File: src/rtl/nibble_serial_adder.sv
// Sequencer around an external combinational 4-bit adder: accepts a WIDTH-bit
// add request, runs one nibble per clock (LS first), then presents sum and carry.
module nibble_serial_adder #(
  parameter int WIDTH = 16
) (
  input  logic             clk,
  input  logic             rst_n,
  input  logic             in_valid,
  output logic             in_ready,
  input  logic [WIDTH-1:0] op_a,
  input  logic [WIDTH-1:0] op_b,
  input  logic             op_cin,
  output logic [3:0]       add_a,
  output logic [3:0]       add_b,
  output logic             add_cin,
  input  logic [3:0]       add_sum,
  input  logic             add_cout,
  output logic             out_valid,
  input  logic             out_ready,
  output logic [WIDTH-1:0] result,
  output logic             result_cout
);

  localparam int NIBBLES = WIDTH / 4;
  localparam int CW      = (NIBBLES > 1) ? $clog2(NIBBLES) : 1;
  localparam logic [CW-1:0] LAST = CW'(NIBBLES - 1);

  if ((WIDTH % 4 != 0) || (WIDTH < 4)) begin : g_bad_width
    $error("nibble_serial_adder: WIDTH must be a multiple of 4 and >= 4");
  end

  typedef enum logic [1:0] {
    IDLE = 2'd0,
    RUN  = 2'd1,
    DONE = 2'd2
  } state_t;

  state_t          state_q, state_d;
  logic [CW-1:0]   cnt_q, cnt_d;
  logic            carry_q, carry_d;
  logic [WIDTH-1:0] a_q, a_d;
  logic [WIDTH-1:0] b_q, b_d;
  logic [WIDTH-1:0] res_q, res_d;
  logic            cout_q, cout_d;

  // NOTE: state registers use non-blocking assignments so every register
  // samples the pre-edge values; blocking here would create order-dependent races.
  always_ff @(posedge clk or negedge rst_n) begin
    if (!rst_n) begin
      state_q <= IDLE;
      cnt_q   <= '0;
      carry_q <= 1'b0;
      a_q     <= '0;
      b_q     <= '0;
      res_q   <= '0;
      cout_q  <= 1'b0;
    end else begin
      state_q <= state_d;
      cnt_q   <= cnt_d;
      carry_q <= carry_d;
      a_q     <= a_d;
      b_q     <= b_d;
      res_q   <= res_d;
      cout_q  <= cout_d;
    end
  end

  // NOTE: every signal written below gets a default first, so no path leaves
  // one unassigned and no latch is inferred.
  always_comb begin
    state_d = state_q;
    cnt_d   = cnt_q;
    carry_d = carry_q;
    a_d     = a_q;
    b_d     = b_q;
    res_d   = res_q;
    cout_d  = cout_q;
    add_a   = 4'd0;
    add_b   = 4'd0;
    add_cin = 1'b0;

    case (state_q)
      IDLE: begin
        if (in_valid) begin
          a_d     = op_a;
          b_d     = op_b;
          carry_d = op_cin;
          cnt_d   = '0;
          state_d = RUN;
        end
      end
      RUN: begin
        // Adder inputs come only from registers, so there is no in-to-out path.
        add_a   = a_q[3:0];
        add_b   = b_q[3:0];
        add_cin = carry_q;
        res_d   = WIDTH'({add_sum, res_q} >> 4);
        carry_d = add_cout;
        a_d     = a_q >> 4;
        b_d     = b_q >> 4;
        cnt_d   = cnt_q + 1'b1;
        if (cnt_q == LAST) begin
          cout_d  = add_cout;
          state_d = DONE;
        end
      end
      DONE: begin
        if (out_ready) state_d = IDLE;
      end
      default: state_d = IDLE;
    endcase
  end

  assign in_ready    = (state_q == IDLE);
  assign out_valid   = (state_q == DONE);
  assign result      = res_q;
  assign result_cout = cout_q;

endmodule
File: config.mk
export PLATFORM = sky130hd
export DESIGN_NAME = nibble_serial_adder
export DESIGN_NICKNAME = d
export VERILOG_FILES = /design/src/rtl/nibble_serial_adder.sv
export SDC_FILE = /design/constraint.sdc
export NUM_CORES = 1
export LEC_CHECK = 0
export ABC_AREA = 1
export BUFFER_PORTS_ARGS = -buffer_cell sky130_fd_sc_hd__buf_2
export CORE_MARGIN = 2
export CORE_UTILIZATION = 30
export DETAILED_ROUTE_END_ITERATION = 7
export GPL_TIMING_DRIVEN = 1
export SYNTH_ARGS = -nofsm -noshare
export SYNTH_HDL_FRONTEND = slang
export SYNTH_SLANG_ARGS = --single-unit
File: constraint.sdc
create_clock -name clk -period 1.4 [get_ports clk]
set_clock_uncertainty 0.2 [all_clocks]
set_input_delay 0.07 -clock clk [delete_from_list [all_inputs] [get_ports clk]]
set_output_delay 0.07 -clock clk [all_outputs]
set_load 0.01 [all_outputs]
==> results of run 1 <==
-- per-stage QoR --
step	power, W	setup WS [ns]	hold WS (ns)	instance area [sq um]	setup TNS, ns
final	0.009286	-0.1531	0.06803	4204	-4.616
after global routing	0.01008	-0.2298	0.08263	4204	-8.102
after CTS	0.008330	-0.1371	0.04521	3867	-1.917
after detailed placement	0.006562	-0.008844	-0.1076	3163	-0.01756
after global placement	0.006507	0.06686	-0.1131	3163	0
after floorplan	0.005160	0.06027	-0.4256	2597	0
-- cell usage in the layout (no fill, tap or decap) --
cell type,synthesis,final
nand3_2,0,4
inv_4,0,1
o21ai_1,5,8
ha_1,1,1
buf_2,8,61
buf_6,0,15
inv_1,66,66
dlygate4sd3_1,0,40
dfrtp_1,54,53
nand2_1,108,91
nand2_4,0,8
o21ai_0,18,7
nand2_8,0,1
nor2_1,12,1
buf_8,0,3
o22ai_2,0,1
buf_12,0,7
nor2_2,0,3
nand3_1,51,47
clkbuf_8,0,5
a21oi_1,1,1
inv_2,2,1
o21ai_4,0,1
dfrtp_2,0,1
nand2_2,2,10
o21ai_2,0,7
nor2_4,2,10
clkbuf_16,0,4
buf_4,7,12
clkinvlp_4,0,2
o31ai_4,0,1
-- cells in the mapped netlist --
master / number / area share [%]
o21ai_0: 18 / 3.5
o21ai_1: 5 / 0.96
nor2_4: 2 / 0.87
buf_4: 7 / 2.0
inv_1: 66 / 9.5
o31ai_1: 1 / 0.29
nand2_1: 108 / 16
o22ai_1: 1 / 0.24
buf_2: 8 / 1.5
inv_2: 2 / 0.29
nand2_2: 2 / 0.48
dfrtp_1: 54 / 52
nor2_1: 12 / 1.7
nand3_1: 51 / 9.8
ha_1: 1 / 0.48
clkbuf_1: 3 / 0.43
a21oi_1: 1 / 0.19
-- final cells by class --
class	count	area, sq um	area share [%]
clock inverters	2	15.01	0.3571
clock buffers	5	68.82	1.637
flip-flops and latches	54	1353	32.17
repair buffers	142	1250	29.73
multi-input cells	202	1129	26.85
well taps	105	131.4	3.125
inverters	68	257.7	6.131
-- power by group through the flow --
stage          registers, W  clock network, W  logic [W]
6_report            0.00274          0.000861    0.00568
3_5_place_dp        0.00271                 0    0.00386
4_1_cts             0.00269          0.000887    0.00476
3_3_place_gp        0.00269                 0    0.00381
5_1_grt             0.00283          0.000976    0.00628
2_1_floorplan       0.00277                 0    0.00239
-- repair_timing --
| action | CTS | global route |
|---|---|---|
| hold buffers | 40 | 0 |
| hold endpoints to repair | 93 | 0 |
| gates cloned | 2 | 4 |
| pin swaps | 4 | 12 |
| resized for setup | 18 | 78 |
| buffers inserted | 12 | 3 |
| endpoints found under the setup margin | 18 | 55 |
-- final timing paths --
path | start | end | slack (ns) | cells after the start
hold / removal | in_valid | a_q[14] | 0.07 | 6
max in group asynchronous | rst_n | state_q[0] | 0.67 | 3
setup reg to reg | state_q[1] | a_q[12] | -0.11 | 7
setup / recovery | state_q[1] | add_a[3] | -0.15 | 5
min in group asynchronous | rst_n | result[6] | 0.08 | 3
hold reg to reg | cnt_q[0] | cnt_q[0] | 0.29 | 1
-- registers in the layout, indices dropped and copies added, names as in the netlist --
| register | count |
|---|---|
| cnt_q | 2 |
| b_q | 16 |
| a_q | 16 |
| carry_q | 1 |
| result_cout | 1 |
| state_q | 2 |
| result | 16 |
-- worst min-delay path: stages --
cell and delay, ns:
buf_2 0.13, nand2_4 0.09, buf_12 0.11, nor2_4 0.05, nand2_2 0.06, o21ai_2 0.04
-- cell families (layout without fill, tap and decap cells) --
family	count (synthesis)	after routing	synth area share [%]
AND/OR/NAND/NOR	175	175	28.52
buffers and inverters	86	217	13.82
flip-flops	54	54	52.02
AO/OA/AOI/OAI	26	26	5.154
adder cells (fa/ha/maj)	1	1	0.4816
-- routing by layer --
| layer | vias up | wire [um] |
|---|---|---|
| met3 | 10 | 277 |
| met1 | 1208 | 3222 |
| met2 | 55 | 3529 |
| met5 | - | 0 |
| li1 | 1291 | - |
| met4 | 0 | 132 |
==> results_dict.tcl, run 1 <==
set metrics [dict create \
    leakage_nw 2.275 \
    failed_checks "negative setup slack" \
    grt_pass1_vias 2380 \
    wl_mm 7.161 \
    fillerInstances 796 \
    htree_levels 2 \
    startpoint_type "flop" \
    global_route.usage.met1_pct 20.09 \
    synth_cell_types 17 \
    crit_required_ns 1.13 \
    areaGrowthSynthToFinish_pct 61.85 \
    port-buffer-count 69 \
    slowest_delay_ns 0.42 \
    power.share.sequential_pct 29.5 \
    first_pass_iters 5 \
    final_util_pct 50.66 \
    pwr-share-comb_pct 61.2 \
    arrival_ns 1.28 \
    critPathSlowestCell "dfrtp_1" \
    cts-root-buf "clkbuf_8" \
    power_density_nw_per_um2 2209 \
    n_antenna_cell 0 \
    setup.worst_path.end_class "primary output" \
    antenna_left 0 \
    setup_viol 56 \
    die_h_um 97.05 \
    hold_viol 0 \
    clk_pin_slew_ns 0.11 \
    path_buf_inv 3 \
    vias_per_cell 4.436 \
    yosysSeqAreaShare_pct 52.02 \
    synthesis.nets 385 \
    worstMarginPinSlew_ns 0.2904 \
    grt_usage_pct 14.68 \
    syn_inst 342 \
    clockPowerShare_pct 9.3 \
    initialDrtViolationCount 112 \
    grtUsageMet2_pct 23.93 \
    numCtsBuffers 5 \
    antenna_found_initial 0 \
    drcViolationCount 0 \
    synth-seq-cells 54 \
    status "finished with violations" \
    final_cell_count_no_fill 578 \
    num_vias 2564 \
    avgSynthCellArea_sq_um 7.595 \
    die_w_um 97.05 \
    ios 70 \
    slew_headroom_pct 80.64 \
    clockBufferDepth 2 \
    clkLatencyLatePin_ns 0.31 \
    fin_nets 516 \
    switching_power_w 0.003945 \
    grt_start_max_net_pins 55 \
    dp_hpwl_mm 4.134 \
    yosys_warnings 0 \
    fp.dieArea_sq_um 9419 \
    irDropWorstVdd_mv 0.8269 \
    crit_path_max_fanout 7 \
    fmax_mhz 643.9 \
    drv_slew 0 \
    use_met3_pct 2.446 \
    grt_pass1_wl_mm 11.34 \
    crit_chain "inv_2, nand2_8, buf_12, nor2_2, buf_2" \
    dp_cells 512 \
    p_int_w 0.005342 \
    grt_overflow 0 \
    top_usage_layer "met2" \
    drive_gt1_share_pct 33.40 \
    crit_type "reg2out" \
    initial_core_util_pct 31.30 \
    fin_crit_ns 1.553 \
    hold_path.class "in2reg" \
    rows 33 \
    critical_path.top_delay_family "flip-flops" \
    cts_tree "built" \
    core-area_sq_um 8299 \
    swShare_pct 42.48 \
    netlist_area_sq_um 2597 \
    rsz0062_at_grt "true" \
    fin_ws_ns -0.1531 \
    gp_congestion 0.7580 \
    fin_crit_sh_pct 110.9 \
    max_cap_viol_count 0 \
    clock-sinks 54 \
    wl_per_cell_um 12.39 \
]
No activity file was read; power rests on OpenSTA's default activity.
==> run 2: changes to the inputs <==
--- a/config.mk
+++ b/config.mk
@@ -11,6 +11,7 @@
 export CORE_UTILIZATION = 30
 export DETAILED_ROUTE_END_ITERATION = 7
 export GPL_TIMING_DRIVEN = 1
+export PLACE_DENSITY_LB_ADDON = 0.05
 export SYNTH_ARGS = -nofsm -noshare
 export SYNTH_HDL_FRONTEND = slang
 export SYNTH_SLANG_ARGS = --single-unit
==> run 2 against run 1 <==
  * The flow still finishes with violations (negative setup slack)
  * Sequential power down 3%
  * Clock power up 50%
  * Utilization up 1.2 points
  * First-iteration DRC count down 45%
  * Setup slack better by 0.044 ns
  * Register-to-register slack better by 0.05 ns
  * Routed wire length up 2.5%
  * Final cell count down 0.17%
  * Power up 6.8%
  * Non-clock buffer count down 2
  * Sequential cell count unchanged
  * Critical path type unchanged
==> results_dict.tcl, run 2 (synthesis gave the netlist of run 1 again) <==
set metrics [dict create \
    wl_per_cell_um 12.73 \
    clock-sinks 54 \
    areaGrowthSynthToFinish_pct 65.70 \
    setup_viol 44 \
    power_density_nw_per_um2 2304 \
    power.share.sequential_pct 26.9 \
    numCtsBuffers 5 \
    initial_core_util_pct 31.30 \
    cts_tree "built" \
    slew_headroom_pct 80.04 \
    worst_r2r_path_depth 5 \
    first_pass_iters 4 \
    crit_type "reg2out" \
    fin_ws_ns -0.1091 \
    clockBufferDepth 2 \
    grt_overflow 0 \
    dp_hpwl_mm 4.241 \
    grt_usage_pct 14.90 \
    num_vias 2468 \
    fp.dieArea_sq_um 9419 \
    initialDrtViolationCount 62 \
    swShare_pct 40.23 \
    critPathSlowestCell "dfrtp_1" \
    fin_crit_ns 1.509 \
    holdPathStages 5 \
    switching_power_w 0.003989 \
    dp_cells 514 \
    failed_checks "negative setup slack" \
    hold_viol 0 \
    worstMarginPinSlew_ns 0.2994 \
    ios 70 \
    fmax_mhz 662.6 \
    fin_nets 514 \
    crit_path_max_fanout 6 \
    leakage_nw 2.322 \
    drive_gt1_share_pct 32.20 \
    pwr-share-comb_pct 60.1 \
    core-area_sq_um 8299 \
    gp_congestion 0.7087 \
    die_h_um 97.05 \
    n_antenna_cell 0 \
    grt_pass1_wl_mm 11.45 \
    cts-root-buf "clkbuf_8" \
    clk_pin_slew_ns 0.10 \
    arrival_ns 1.24 \
    crit_required_ns 1.13 \
    crit_chain "inv_2, nand2_4, clkbuf_16, nor2_4, buf_6" \
    layout_commonest_cell "nand2_1" \
    startpoint_type "flop" \
    drv_slew 0 \
    place_ws_ns 0.02163 \
    antenna_found_initial 0 \
    wl_mm 7.343 \
    drcViolationCount 0 \
    p_int_w 0.005926 \
    htree_levels 2 \
    port-buffer-count 69 \
    die_w_um 97.05 \
    clkLatencyLatePin_ns 0.31 \
    hold_path.class "in2reg" \
    fin_crit_sh_pct 107.8 \
    setup.worst_path.end_class "primary output" \
    rsz0062_at_grt "true" \
    antenna_left 0 \
    grt_pass1_vias 2376 \
    status "finished with violations" \
    clockPowerShare_pct 13.0 \
    slowest_delay_ns 0.40 \
    layout_common_cells "nand2_1 (106), inv_1 (66), buf_2 (60)" \
    irDropWorstVdd_mv 0.9670 \
    rows 33 \
    final_cell_count_no_fill 577 \
    max_cap_viol_count 0 \
    grt_start_max_net_pins 55 \
    vias_per_cell 4.277 \
]
-- run 2: cell count changes in the layout (fill, tap and decap cells not counted), moves of 6 or more --
| cell | before | now |
|---|---|---|
| nand3_2 | 4 | 23 |
| o21ai_2 | 7 | 0 |
| nand2_1 | 91 | 106 |
| o21ai_0 | 7 | 15 |
| nand2_4 | 8 | 2 |
| nand2_2 | 10 | 1 |
| nand3_1 | 47 | 25 |
-- run 2: cell type report --
type / instances / area, sq um
clock buffers: 6 / 82.58
clock inverters: 2 / 60.06
fillers: 817 / 3995
inverters: 68 / 255.2
multi-input cells: 202 / 1140
flip-flops and latches: 54 / 1351
well taps: 105 / 131.4
repair buffers: 140 / 1284
-- run 2: through the flow --
step	area (sq um)	hold WS, ns	TNS (ns)	utilization, %	total power, W
after floorplan	2597	-0.4256	0	-	0.005160
after global placement	3128	-0.09707	0	37.69	0.006429
after detailed placement	3128	-0.09812	0	37.69	0.006458
after CTS	3852	0.02088	-1.328	46.42	0.008574
after global routing	4304	0.05165	-5.693	51.86	0.01070
final	4304	0.04808	-1.891	51.86	0.009915
-- run 2: repair_timing --
| item | 4_1_cts | 5_1_grt |
|---|---|---|
| setup endpoints to repair | 12 | 62 |
| endpoints found under the hold margin | 93 | 0 |
| hold buffers | 40 | 0 |
| setup buffers | 5 | 3 |
| pin swaps | 2 | 8 |
| gates cloned | 3 | 5 |
| resized for setup | 17 | 65 |
-- run 2: power by group through the flow --
| stage | Sequential [W] | Combinational (W) | Clock [W] |
|---|---|---|---|
| final | 0.00267 | 0.00595 | 0.00129 |
| after floorplan | 0.00277 | 0.00239 | 0 |
| after global placement | 0.00269 | 0.00374 | 0 |
| after global routing | 0.00275 | 0.00655 | 0.00140 |
| after CTS | 0.00267 | 0.00456 | 0.00135 |
| after detailed placement | 0.00269 | 0.00376 | 0 |
-- run 2: final timing paths --
path | start | to | slack, ns
worst max-delay path | state_q[1] | add_cin | -0.11
worst min register to register | result[3] | result[3] | 0.29
worst min-delay path | in_valid | b_q[6] | 0.05
min in group asynchronous | rst_n | b_q[3] | 0.09
max in group asynchronous | rst_n | a_q[8] | 0.66
worst max register to register | state_q[0] | b_q[12] | -0.06
-- run 2: worst max-delay path, delay by kind of cell, from the launching register on --
| family | cells | cell delay (ns) |
|---|---|---|
| flops | 1 | 0.40 |
| buf+inv | 3 | 0.37 |
| simple gates | 2 | 0.17 |
-- run 2: routing by layer --
layer | global-route usage, % | wire length, um
met5 | 0 | 0
met4 | 3.575 | 40
met3 | 2.230 | 188
met2 | 25.21 | 3517
met1 | 20.14 | 3597
==> run 3: changes to the inputs <==
--- a/config.mk
+++ b/config.mk
@@ -8,7 +8,7 @@
 export ABC_AREA = 1
 export BUFFER_PORTS_ARGS = -buffer_cell sky130_fd_sc_hd__buf_2
 export CORE_MARGIN = 2
-export CORE_UTILIZATION = 30
+export CORE_UTILIZATION = 47
 export DETAILED_ROUTE_END_ITERATION = 7
 export GPL_TIMING_DRIVEN = 1
 export PLACE_DENSITY_LB_ADDON = 0.05
==> run 3 against run 2 <==
  * The run still ends with negative setup slack left
  * Global-route usage up 7.5 points
  * Combinational power shrank 7.4%
  * Sequential power is essentially flat
  * Routed wire length is 5.2% lower
  * First-iteration DRC count grew 85%
  * Sequential cell count did not move
  * Critical path type unchanged
==> results_dict.tcl, run 3 (synthesis gave the netlist of run 1 again) <==
set metrics [dict create \
    status "finished with violations" \
    failed_checks "negative setup slack" \
    die_h_um 78.34 \
    critPathSlowestCell "dfrtp_1" \
    cts_tree "built" \
    rsz0062_at_grt "true" \
    crit_required_ns 1.13 \
    grt_pass1_wl_mm 10.94 \
    wl_per_cell_um 12.70 \
    worstMarginPinSlew_ns 0.2957 \
    whs_ns 0.02282 \
    irDropWorstVdd_mv 1.276 \
    fp.dieArea_sq_um 6137 \
    final_util_pct 74.05 \
    rows 27 \
    htree_levels 2 \
    arrival_ns 1.25 \
    fmax_mhz 655.9 \
    clk_pin_slew_ns 0.09 \
    regArea_sq_um 1351 \
    fin_crit_ns 1.525 \
    vias_per_cell 4.595 \
    core-area_sq_um 5405 \
    stdcell_area_sq_um 4003 \
    grt_start_max_net_pins 55 \
    place_ws_ns 0.03742 \
    leakage_nw 2.246 \
    num_vias 2518 \
    clkLatencyLatePin_ns 0.30 \
    dp_hpwl_mm 3.735 \
    port-buffer-count 69 \
    final_cell_count_no_fill 548 \
    fin_crit_sh_pct 108.9 \
    drive_gt1_share_pct 27.73 \
    cts-root-buf "clkbuf_8" \
    placed_area_sq_um 3099 \
    slowest_delay_ns 0.41 \
    fin_ws_ns -0.1246 \
    first_pass_iters 4 \
    grt_pass1_vias 2409 \
    crit_path_max_fanout 7 \
    clockBufferDepth 2 \
    antenna_found_initial 0 \
    numCtsBuffers 5 \
    hold_viol 0 \
    setup.worst_path.end_class "primary output" \
    initialDrtViolationCount 115 \
    startpoint_type "flop" \
    grt_overflow 0 \
    drv_slew 0 \
    layout_common_cells "nand2_1 (104), inv_1 (66), buf_2 (66)" \
    slew_headroom_pct 80.29 \
    gp_congestion 0.7315 \
    areaGrowthSynthToFinish_pct 54.09 \
    initial_core_util_pct 48.06 \
    n_antenna_cell 0 \
    die_w_um 78.34 \
    crit_chain "inv_2, nand2_4, buf_12, nor2_1, buf_2" \
    power_density_nw_per_um2 2275 \
    max_cap_viol_count 0 \
    fin_nets 518 \
    antenna_left 0 \
    grt_usage_pct 22.42 \
    clock-sinks 54 \
    crit_type "reg2out" \
    fillerInstances 431 \
    wl_mm 6.961 \
    layout_commonest_cell "nand2_1" \
    ios 70 \
    drcViolationCount 0 \
    setup_viol 58 \
    multiInputGateArea_sq_um 963.4 \
    dp_cells 481 \
    hold_path.class "in2reg" \
]
==> run 3: changes by cell type in the layout (fill, tap and decap cells not counted), moves of 6 or more <==
cell	previous run	this run
buf_4	11	18
buf_2	60	66
o21ai_0	15	6
nand3_1	25	51
buf_6	14	6
nand3_2	23	0
o21ai_1	8	15
==> run 3: final timing paths <==
kind / from / endpoint / slack [ns] / cells after the start
setup / recovery: state_q[1] / add_b[1] / -0.12 / 5
hold / removal: in_valid / state_q[0] / 0.02 / 4
setup reg to reg: state_q[1] / a_q[11] / -0.07 / 7
hold reg to reg: result[3] / result[3] / 0.28 / 2
max in group asynchronous: rst_n / a_q[8] / 0.67 / 3
min in group asynchronous: rst_n / result[3] / 0.07 / 3
==> run 3: worst max-delay path, delay by kind of cell (launching register included) <==
family	cells	cell delay, ns
AND/OR/NAND/NOR	2	0.17
flip-flops	1	0.41
buffers and inverters	3	0.37
==> run 3: where the power goes <==
group / internal [W] / switching, W / leakage (nW)
Clock: 0.000400 / 0.000495 / 0.0482
Combinational: 0.00277 / 0.00274 / 1.53
Sequential: 0.00230 / 0.000401 / 0.671
Total: 0.00547 / 0.00364 / 2.25
==> run 3: metal layers <==
| layer | GRT usage (%) | vias to the layer above | wire length (um) |
|---|---|---|---|
| li1 | - | 1298 | - |
| met1 | 30.02 | 1157 | 3269 |
| met3 | 3.218 | 12 | 188 |
| met2 | 36.98 | 51 | 3330 |
| met5 | 0 | - | 0 |
| met4 | 8.772 | 0 | 173 |
==> run 3: layout make-up <==
cell class,instances,area share [%]
well taps,72,2.251
multi-input cells,202,24.07
repair buffers,144,31.26
clock buffers,7,2.157
inverters,68,6.377
clock inverters,1,0.1250
flip-flops and latches,54,33.76
==> run 3: stage by stage <==
step | TNS (ns) | total power [W]
2_1_floorplan | 0 | 0.005160
3_3_place_gp | 0 | 0.006392
3_5_place_dp | 0 | 0.006457
4_1_cts | -1.389 | 0.008509
5_1_grt | -6.025 | 0.009850
6_report | -2.722 | 0.009104
==> run 3: timing repair <==
action,4_1_cts,5_1_grt
endpoints found under the setup margin,9,58
resized for setup,21,33
hold endpoints to repair,93,0
hold buffers,40,0
buffers inserted,11,3
pin swaps,1,5
gates cloned,3,2
